===== config.mk =====
export PLATFORM = sky130hd
export DESIGN_NAME = mux_4_1_rr_arb
export DESIGN_NICKNAME = d
export VERILOG_FILES = /design/src/rtl/mux_4_1_rr_arb.sv
export SDC_FILE = /design/constraint.sdc
export NUM_CORES = 1
export LEC_CHECK = 0
export ABC_AREA = 0
export ABC_CLOCK_PERIOD_IN_PS = 2300
export CAP_MARGIN = 20
export CORE_MARGIN = 1.5
export CORE_UTILIZATION = 50
export CTS_BUF_LIST = sky130_fd_sc_hd__clkbuf_16
export CTS_CLUSTER_SIZE = 30
export DETAILED_ROUTE_END_ITERATION = 6
export DONT_BUFFER_PORTS = 1
export GPL_TIMING_DRIVEN = 0
export MAX_ROUTING_LAYER = met4
export PLACE_DENSITY = 0.63
export SLEW_MARGIN = 20
export SYNTH_ARGS = -nofsm -noshare
export SYNTH_HDL_FRONTEND = slang
export SYNTH_SLANG_ARGS = --single-unit

===== constraint.sdc =====
create_clock -name clk_in -period 2.3 [get_ports clk_in]
set_input_delay 0.115 -clock clk_in [delete_from_list [all_inputs] [get_ports clk_in]]
set_output_delay 0.115 -clock clk_in [all_outputs]
set_load 0.01 [all_outputs]

===== src/rtl/mux_4_1_rr_arb.sv =====
// Round-robin arbiter that owns the select of a shared 4:1 mux and registers the selected word.
// Optional tenure limit: define ARB_HOLD_LIMIT_EN to cap ownership at MAX_HOLD cycles under contention.
//
// state | meaning
// IDLE  | no owner, gnt_out=0, waiting for any request
// BUSY  | one requester owns the mux until it drops its request (or its tenure expires)
module mux_4_1_rr_arb #(
  parameter int DW       = 8,
  parameter int MAX_HOLD = 15,
  parameter int CW       = 4
) (
  input  logic            clk_in,
  input  logic            rst_n_in,
  input  logic [3:0]      req_in,
  input  logic [4*DW-1:0] d_in,
  output logic [3:0]      gnt_out,
  output logic [1:0]      sel_out,
  output logic            valid_out,
  output logic [DW-1:0]   y_out
);

  typedef enum logic {IDLE, BUSY} state_t;

  if (MAX_HOLD < 1 || MAX_HOLD >= (1 << CW)) begin : g_bad_cw
    $error("CW too narrow for MAX_HOLD");
  end

  state_t          state_q, state_d;
  logic [1:0]      ptr_q, ptr_d;
  logic [3:0]      gnt_q, gnt_d;
  logic [1:0]      sel_q, sel_d;
  logic            valid_q, valid_d;
  logic [DW-1:0]   y_q, y_d;
`ifdef ARB_HOLD_LIMIT_EN
  logic [CW-1:0]   cnt_q, cnt_d;
`endif

  logic            idle_found, rel_found, release_now;
  logic [1:0]      idle_idx, rel_idx, rel_ptr;
  logic [DW-1:0]   y_sel;

  // First set bit of req scanning from ptr upward, wrapping 3 -> 0.
  function automatic logic [2:0] pick(input logic [3:0] req, input logic [1:0] ptr);
    logic [2:0] res;
    logic [1:0] idx;
    res = 3'b000;
    for (int i = 0; i < 4; i++) begin
      idx = ptr + i[1:0];
      if (!res[2] && req[idx]) res = {1'b1, idx};
    end
    return res;
  endfunction

  always_comb begin
    y_sel = d_in[DW-1:0];
    case (sel_q)
      2'd0: y_sel = d_in[0*DW +: DW];
      2'd1: y_sel = d_in[1*DW +: DW];
      2'd2: y_sel = d_in[2*DW +: DW];
      2'd3: y_sel = d_in[3*DW +: DW];
      default: y_sel = d_in[DW-1:0];
    endcase
  end

  assign {idle_found, idle_idx} = pick(req_in, ptr_q);
  assign rel_ptr                = sel_q + 2'd1;
  assign {rel_found, rel_idx}   = pick(req_in, rel_ptr);

  always_comb begin
    state_d     = state_q;
    ptr_d       = ptr_q;
    gnt_d       = gnt_q;
    sel_d       = sel_q;
    valid_d     = valid_q;
    y_d         = valid_q ? y_sel : '0;
    release_now = 1'b0;
`ifdef ARB_HOLD_LIMIT_EN
    cnt_d       = cnt_q;
`endif
    case (state_q)
      IDLE: begin
        if (idle_found) begin
          gnt_d   = 4'b0001 << idle_idx;
          sel_d   = idle_idx;
          valid_d = 1'b1;
          state_d = BUSY;
`ifdef ARB_HOLD_LIMIT_EN
          cnt_d   = CW'(1);
`endif
        end
      end
      BUSY: begin
        release_now = !req_in[sel_q];
`ifdef ARB_HOLD_LIMIT_EN
        // Expired tenure only yields when someone else is actually waiting.
        if (cnt_q == CW'(MAX_HOLD) && |(req_in & ~gnt_q)) release_now = 1'b1;
        if (cnt_q != CW'(MAX_HOLD)) cnt_d = cnt_q + CW'(1);
`endif
        if (release_now) begin
          ptr_d = rel_ptr;
          if (rel_found) begin
            gnt_d   = 4'b0001 << rel_idx;
            sel_d   = rel_idx;
`ifdef ARB_HOLD_LIMIT_EN
            cnt_d   = CW'(1);
`endif
          end else begin
            gnt_d   = 4'b0000;
            valid_d = 1'b0;
            state_d = IDLE;
`ifdef ARB_HOLD_LIMIT_EN
            cnt_d   = '0;
`endif
          end
        end
      end
      default: state_d = IDLE;
    endcase
  end

  always_ff @(posedge clk_in) begin
    if (!rst_n_in) begin
      state_q <= IDLE;
      ptr_q   <= 2'd0;
      gnt_q   <= 4'b0000;
      sel_q   <= 2'd0;
      valid_q <= 1'b0;
      y_q     <= '0;
`ifdef ARB_HOLD_LIMIT_EN
      cnt_q   <= '0;
`endif
    end else begin
      state_q <= state_d;
      ptr_q   <= ptr_d;
      gnt_q   <= gnt_d;
      sel_q   <= sel_d;
      valid_q <= valid_d;
      y_q     <= y_d;
`ifdef ARB_HOLD_LIMIT_EN
      cnt_q   <= cnt_d;
`endif
    end
  end

  assign gnt_out   = gnt_q;
  assign sel_out   = sel_q;
  assign valid_out = valid_q;
  assign y_out     = y_q;

endmodule


Word level (Yosys, flattened, before mapping):

Cells that the tools add are included.

* register bits: 18
* input bits: 38
* output and inout port bits: 15
* logic and storage cells: 94

* $add $sub $neg: 7
* $lt $le $gt $ge: 9
* equality and inequality tests: 7
* shift-type cells: 2
* mux-type cells: 43
* bitwise operators: 2
* reduce and logical (&&, ||, !) cells: 18

Operator list (number)
* $pmux 8 s4: 1
* $lt 2x3->1 const B: 9
* $mux 3: 8
* $bmux 1 s2: 9
* $mux 1: 15
* $mux 4: 3
* $add 2x2->2 const B: 4
* $pmux 4 s2: 1
* $shl 1x2->4 const A: 2
* $add 2x1->2 const B: 3
* $logic_and 1x1->1: 6
* $logic_not 1->1: 6
* $mux 2: 3
* $ne 2x2->1 const B: 3
* $reduce_and 2->1: 3
* $reduce_and 3->1: 2
* $eq 2x2->1 const B: 2
* $pmux 1 s2: 2
* $pmux 2 s2: 1
* $eq 2x1->1 const B: 1
* $logic_not 2->1: 1
* $ne 2x1->1 const B: 1
* $not 1->1: 2

Depth between registers and ports, before layout:

* word-level depth: 17
* gate-level depth with buffers: 7
* mapped depth without buffers: 7

Worst setup path after synthesis:

No wires, ideal clock.

* path kind: register to register
* from: register sel_q[0] (netlist: sel_out[0])
* to: register sel_q[1] (netlist: sel_out[1])
* setup time: 0.116 ns
* data arrival time: 1.966 ns
* data required time: 2.184 ns
* setup slack: 0.218 ns
* stages on the path, launching flop included: 8
* buffers on the path: 0
* period minus slack after synthesis: 2.082 ns
* cells stage by stage: dfxtp_1 > inv_1 > ha_1 > nand2_1 > a221oi_1 > nor2_1 > mux2_2 > o211a_1

* word-level cells in the longest chain between the ends: 16
* elaborated cells on any way between the ends: 30
* classes of those cells: add/sub (4); eq/ne (2); mux (17); reduce/logical (7)

Ends and longest elaborated chain
* from (decl): RTL line 31 `logic [1:0] sel_q, sel_d;`
* from (signal assigned): RTL line 136 `sel_q <= sel_d;`
* $add 2x1->2 *: RTL line 66 `assign rel_ptr = sel_q + 2'd1;`
* named net rel_ptr[0]: RTL line 39 `logic [1:0] idle_idx, rel_idx, rel_ptr;`
* branches (longest 11 deep; another with $add 2x1->2)
* $mux 3 *: RTL line 49 `if (!res[2] && req[idx]) res = {1'b1, idx};`
* $mux 2: RTL line 101 `if (rel_found) begin`
* $mux 2: RTL line 99 `if (release_now) begin`
* $pmux 2 s2: RTL line 80 `case (state_q)`

Mark *: on every way through the listed nets, which the timed path passes. The select of a mux whose other input is x is not followed.
A chain may end at the register's enable or synchronous reset.

Worst setup path after layout:

Ends and elaborated chain as after synthesis.

==> impl_metrics.xml <==
<?xml version="1.0" encoding="UTF-8"?>
<metrics>
  <group name="route">
    <metric name="drt_first_iter_violations" unit="">52</metric>
    <metric name="vias" unit="">970</metric>
    <metric name="route.final.wire_length" unit="um">2360</metric>
    <metric name="detail_route.vias_per_cell" unit="">6.18</metric>
    <metric name="wire_per_inst" unit="um">15.1</metric>
    <metric name="drt_pre_antenna_iters" unit="">7</metric>
    <metric name="drcViolationCount" unit="">2</metric>
    <metric name="route.antenna.remaining_nets" unit="">0</metric>
  </group>
  <group name="yosys">
    <metric name="post_synth_instance_area" unit="um^2">1030</metric>
    <metric name="synth_seq_area_share" unit="%">34.9</metric>
    <metric name="post_synthesis_mean_instance_area" unit="um^2">8.26</metric>
    <metric name="ys.warnings.count" unit="">0</metric>
    <metric name="synth-main-ff-cell" unit="">dfxtp_1</metric>
    <metric name="synth_edf_count" unit="">0</metric>
    <metric name="synth_area_leaders" unit="">dfxtp_1 35%, nor2_1 8.7%, a222oi_1 7.8%</metric>
    <metric name="synth_nets" unit="">167</metric>
    <metric name="synth_top_area_share" unit="%">34.9</metric>
    <metric name="yosysTopAreaCell" unit="">dfxtp_1</metric>
    <metric name="asyncSetResetFlopFracSynth" unit="%">0</metric>
    <metric name="syn-instance-count" unit="">125</metric>
    <metric name="synth-seq-cells" unit="">18</metric>
    <metric name="yosys.cell_types.count" unit="">37</metric>
  </group>
  <group name="sta">
    <metric name="finalCritPeriodShare" unit="%">94.2</metric>
    <metric name="clock-skew-final" unit="ns">0.00172</metric>
    <metric name="fin_ws" unit="ns">0.133</metric>
    <metric name="final_max_slew_viol_count" unit="">0</metric>
    <metric name="final-setup-viol-count" unit="">0</metric>
    <metric name="finalHoldViolCount" unit="">0</metric>
    <metric name="slew_headroom" unit="%">74.1</metric>
    <metric name="max_freq" unit="MHz">461</metric>
    <metric name="fin_crit" unit="ns">2.17</metric>
    <metric name="worst_slew_pin_slew" unit="ns">0.388</metric>
    <metric name="rsz_0062_raised_after_global_routing" unit="">false</metric>
  </group>
  <group name="worst_setup_path">
    <metric name="reg2reg_from" unit="">sel_out[0]$_SDFFE_PN0P_</metric>
    <metric name="worst_setup_path_end_kind" unit="">register</metric>
    <metric name="start_kind" unit="">register</metric>
    <metric name="timing.critical_path.arrival" unit="ns">2.30</metric>
    <metric name="worstSetupStartpoint" unit="">sel_out[0]$_SDFFE_PN0P_</metric>
    <metric name="worst-endpoint-required" unit="ns">2.44</metric>
    <metric name="path_max_fanout" unit="">9</metric>
    <metric name="criticalPathCategory" unit="">register to register</metric>
    <metric name="worst_r2r_path_depth" unit="">7</metric>
  </group>
  <group name="clock_tree">
    <metric name="clock_sinks" unit="">18</metric>
    <metric name="cts_tree" unit="">done</metric>
    <metric name="cts_made_buffers" unit="">3</metric>
    <metric name="clock_insertion_delay_worst_skew" unit="ns">0.24</metric>
    <metric name="worst_setup_hold_path_clk_slew" unit="ns">0.05</metric>
    <metric name="clk_root_buffer_cell" unit="">clkbuf_16</metric>
    <metric name="cts.repair_timing.setup_buffer_count" unit="">0</metric>
    <metric name="clk_path_buf_depth" unit="">2</metric>
    <metric name="htreeDepth" unit="">1</metric>
  </group>
  <group name="outcome">
    <metric name="failed_checks" unit="">DRC</metric>
    <metric name="status" unit="">finished, violations left</metric>
  </group>
  <group name="die">
    <metric name="rows" unit="">16</metric>
    <metric name="core-area" unit="um^2">1960</metric>
    <metric name="io_pins" unit="">53</metric>
    <metric name="floorplan.initialDensity" unit="%">52.6</metric>
    <metric name="die_height" unit="um">48.4</metric>
    <metric name="die-width" unit="um">48.4</metric>
    <metric name="die-area" unit="um^2">2350</metric>
  </group>
  <group name="pwr">
    <metric name="power.ir.vdd_worst" unit="mV">0.622</metric>
    <metric name="leak_pwr" unit="uW">0.000446</metric>
    <metric name="pwr_density_cell" unit="nW/um^2">838</metric>
  </group>
  <group name="layout">
    <metric name="antenna-diode-count" unit="">0</metric>
    <metric name="stdcell_count" unit="">157</metric>
    <metric name="post_route_cells_drive_above_1_share" unit="%">10.0</metric>
    <metric name="growth_of_design_area_from_synthesis_to_finish" unit="%">12.6</metric>
    <metric name="fill_cells" unit="">195</metric>
    <metric name="layout.nets" unit="">173</metric>
    <metric name="final_core_utilization" unit="%">59.2</metric>
  </group>
  <group name="placement">
    <metric name="placement.io_buffers" unit="">0</metric>
    <metric name="place_congestion" unit="">0.860</metric>
    <metric name="detailedPlacementHpwl" unit="um">1820</metric>
    <metric name="dp_worst_setup_slack" unit="ns">-0.112</metric>
    <metric name="place.detailed.instances" unit="">152</metric>
  </group>
  <group name="global_routing">
    <metric name="grt_pass1_wl" unit="um">3920</metric>
    <metric name="globalRoute.totalOverflow" unit="">0</metric>
    <metric name="antenna_found_initial" unit="">0</metric>
    <metric name="global_route.usage.total" unit="%">21.7</metric>
    <metric name="grt_pass1_vias" unit="">845</metric>
    <metric name="grt_max_degree" unit="">11</metric>
  </group>
  <group name="hold_path">
    <metric name="hold_path_depth" unit="">2</metric>
    <metric name="holdCritPathClass" unit="">primary input to register</metric>
    <metric name="hold_path_startpoint" unit="">rst_n_in</metric>
  </group>
  <group name="run">
    <metric name="maxCapViolCount" unit="">0</metric>
  </group>
</metrics>
-- cell type report --
class / count / area [um^2] / share of cell area [%]
clock inverters: 1 / 3.75 / 0.323
inverters: 4 / 15.0 / 1.29
flip-flops and latches: 18 / 362 / 31.1
multi-input cells: 97 / 637 / 54.8
well taps: 27 / 33.8 / 2.91
repair buffers: 1 / 10.0 / 0.861
clock buffers: 3 / 75.1 / 6.46
plain buffers: 6 / 26.3 / 2.26
-- cell families after synthesis --
group                      after synthesis  share of synthesized area (%)
AOI/OAI and AO/OA                       42                           29.5
adders and majority gates                4                           4.85
buffers and inverters                   10                           4.00
DFF                                     18                           34.9
muxes                                    4                           5.21
and+or+nand+nor                         47                           21.6
-- cell usage in the layout, fill, tap and decap left out, types with 2 or more instances in the layout --
cell and instances:
dfxtp_1 17, o21ai_0 2, nor2b_1 3, nand2_1 7, o21ai_1 4, nor3_1 3, clkbuf_1 5, clkbuf_16 3
inv_1 4, ha_1 4, mux2i_1 2, nand2b_1 2, a21oi_1 14, a31oi_1 2, a222oi_1 8, and2_1 2
nor2_1 24
-- report_power, final --
| part | total, uW | internal [uW] | switching, uW |
|---|---|---|---|
| Sequential | 385 | 344 | 40.9 |
| Clock | 345 | 231 | 114 |
| Combinational | 245 | 106 | 138 |
| Total | 974 | 681 | 293 |
-- sequential cells by signal, summed over array words and instances (netlist names) --
signal	cells
state_q	1
gnt_out	4
y_out	8
sel_out	2
ptr_q	2
valid_out	1
-- critical path, cell delays in order (launching register included) --
cell      delay, ns
dfxtp_2        0.46
inv_1          0.13
ha_1           0.41
nand2_1        0.09
a221oi_2       0.33
nor2_1         0.13
mux2_2         0.29
o211a_1        0.21
-- repair_timing --
action	CTS	global route
endpoints found under the hold margin	1	0
hold buffers	1	0
resized for setup	1	1
setup endpoints to repair	1	1
-- synth_stat cells, drive strengths merged (2+ instances only) --
cell	number
dfxtp	18
nor2	24
clkbuf	5
nand2b	2
a21oi	14
a31oi	2
mux2i	2
nor3	3
nor2b	4
ha	4
a222oi	8
inv	4
nand2	7
o21ai	6
and2	2
-- metal layers --
layer	up-vias	part of all wire (%)	global-route usage, %
li1	483	-	-
met1	439	48	30.4
met2	42	43	30.8
met3	6	7.3	4.94
met4	0	1.6	8.10
met5	-	0	-
-- final timing paths --
| path | endpoint | slack, ns |
|---|---|---|
| max reg2reg | sel_out[1]$_SDFFE_PN0P_ | 0.13 |
| min | gnt_out[3]$_SDFFE_PN0P_ | 0.006 |
| min reg2reg | ptr_q[0]$_SDFFE_PN0P_ | 0.53 |
| max | sel_out[1]$_SDFFE_PN0P_ | 0.13 |
-- metrics by stage --
step | cell area [um^2] | total power, uW | hold WS, ns | setup TNS (ns)
floorplan | 1030 | 582 | 0.237 | 0
global placement | 1070 | 625 | 0.239 | -0.0849
detailed placement | 1070 | 629 | 0.248 | -0.112
CTS | 1160 | 973 | 0.00733 | 0
global route | 1160 | 1030 | 0.0109 | 0
finish | 1160 | 974 | 0.00615 | 0
No activity file was read; power rests on OpenSTA's default activity.
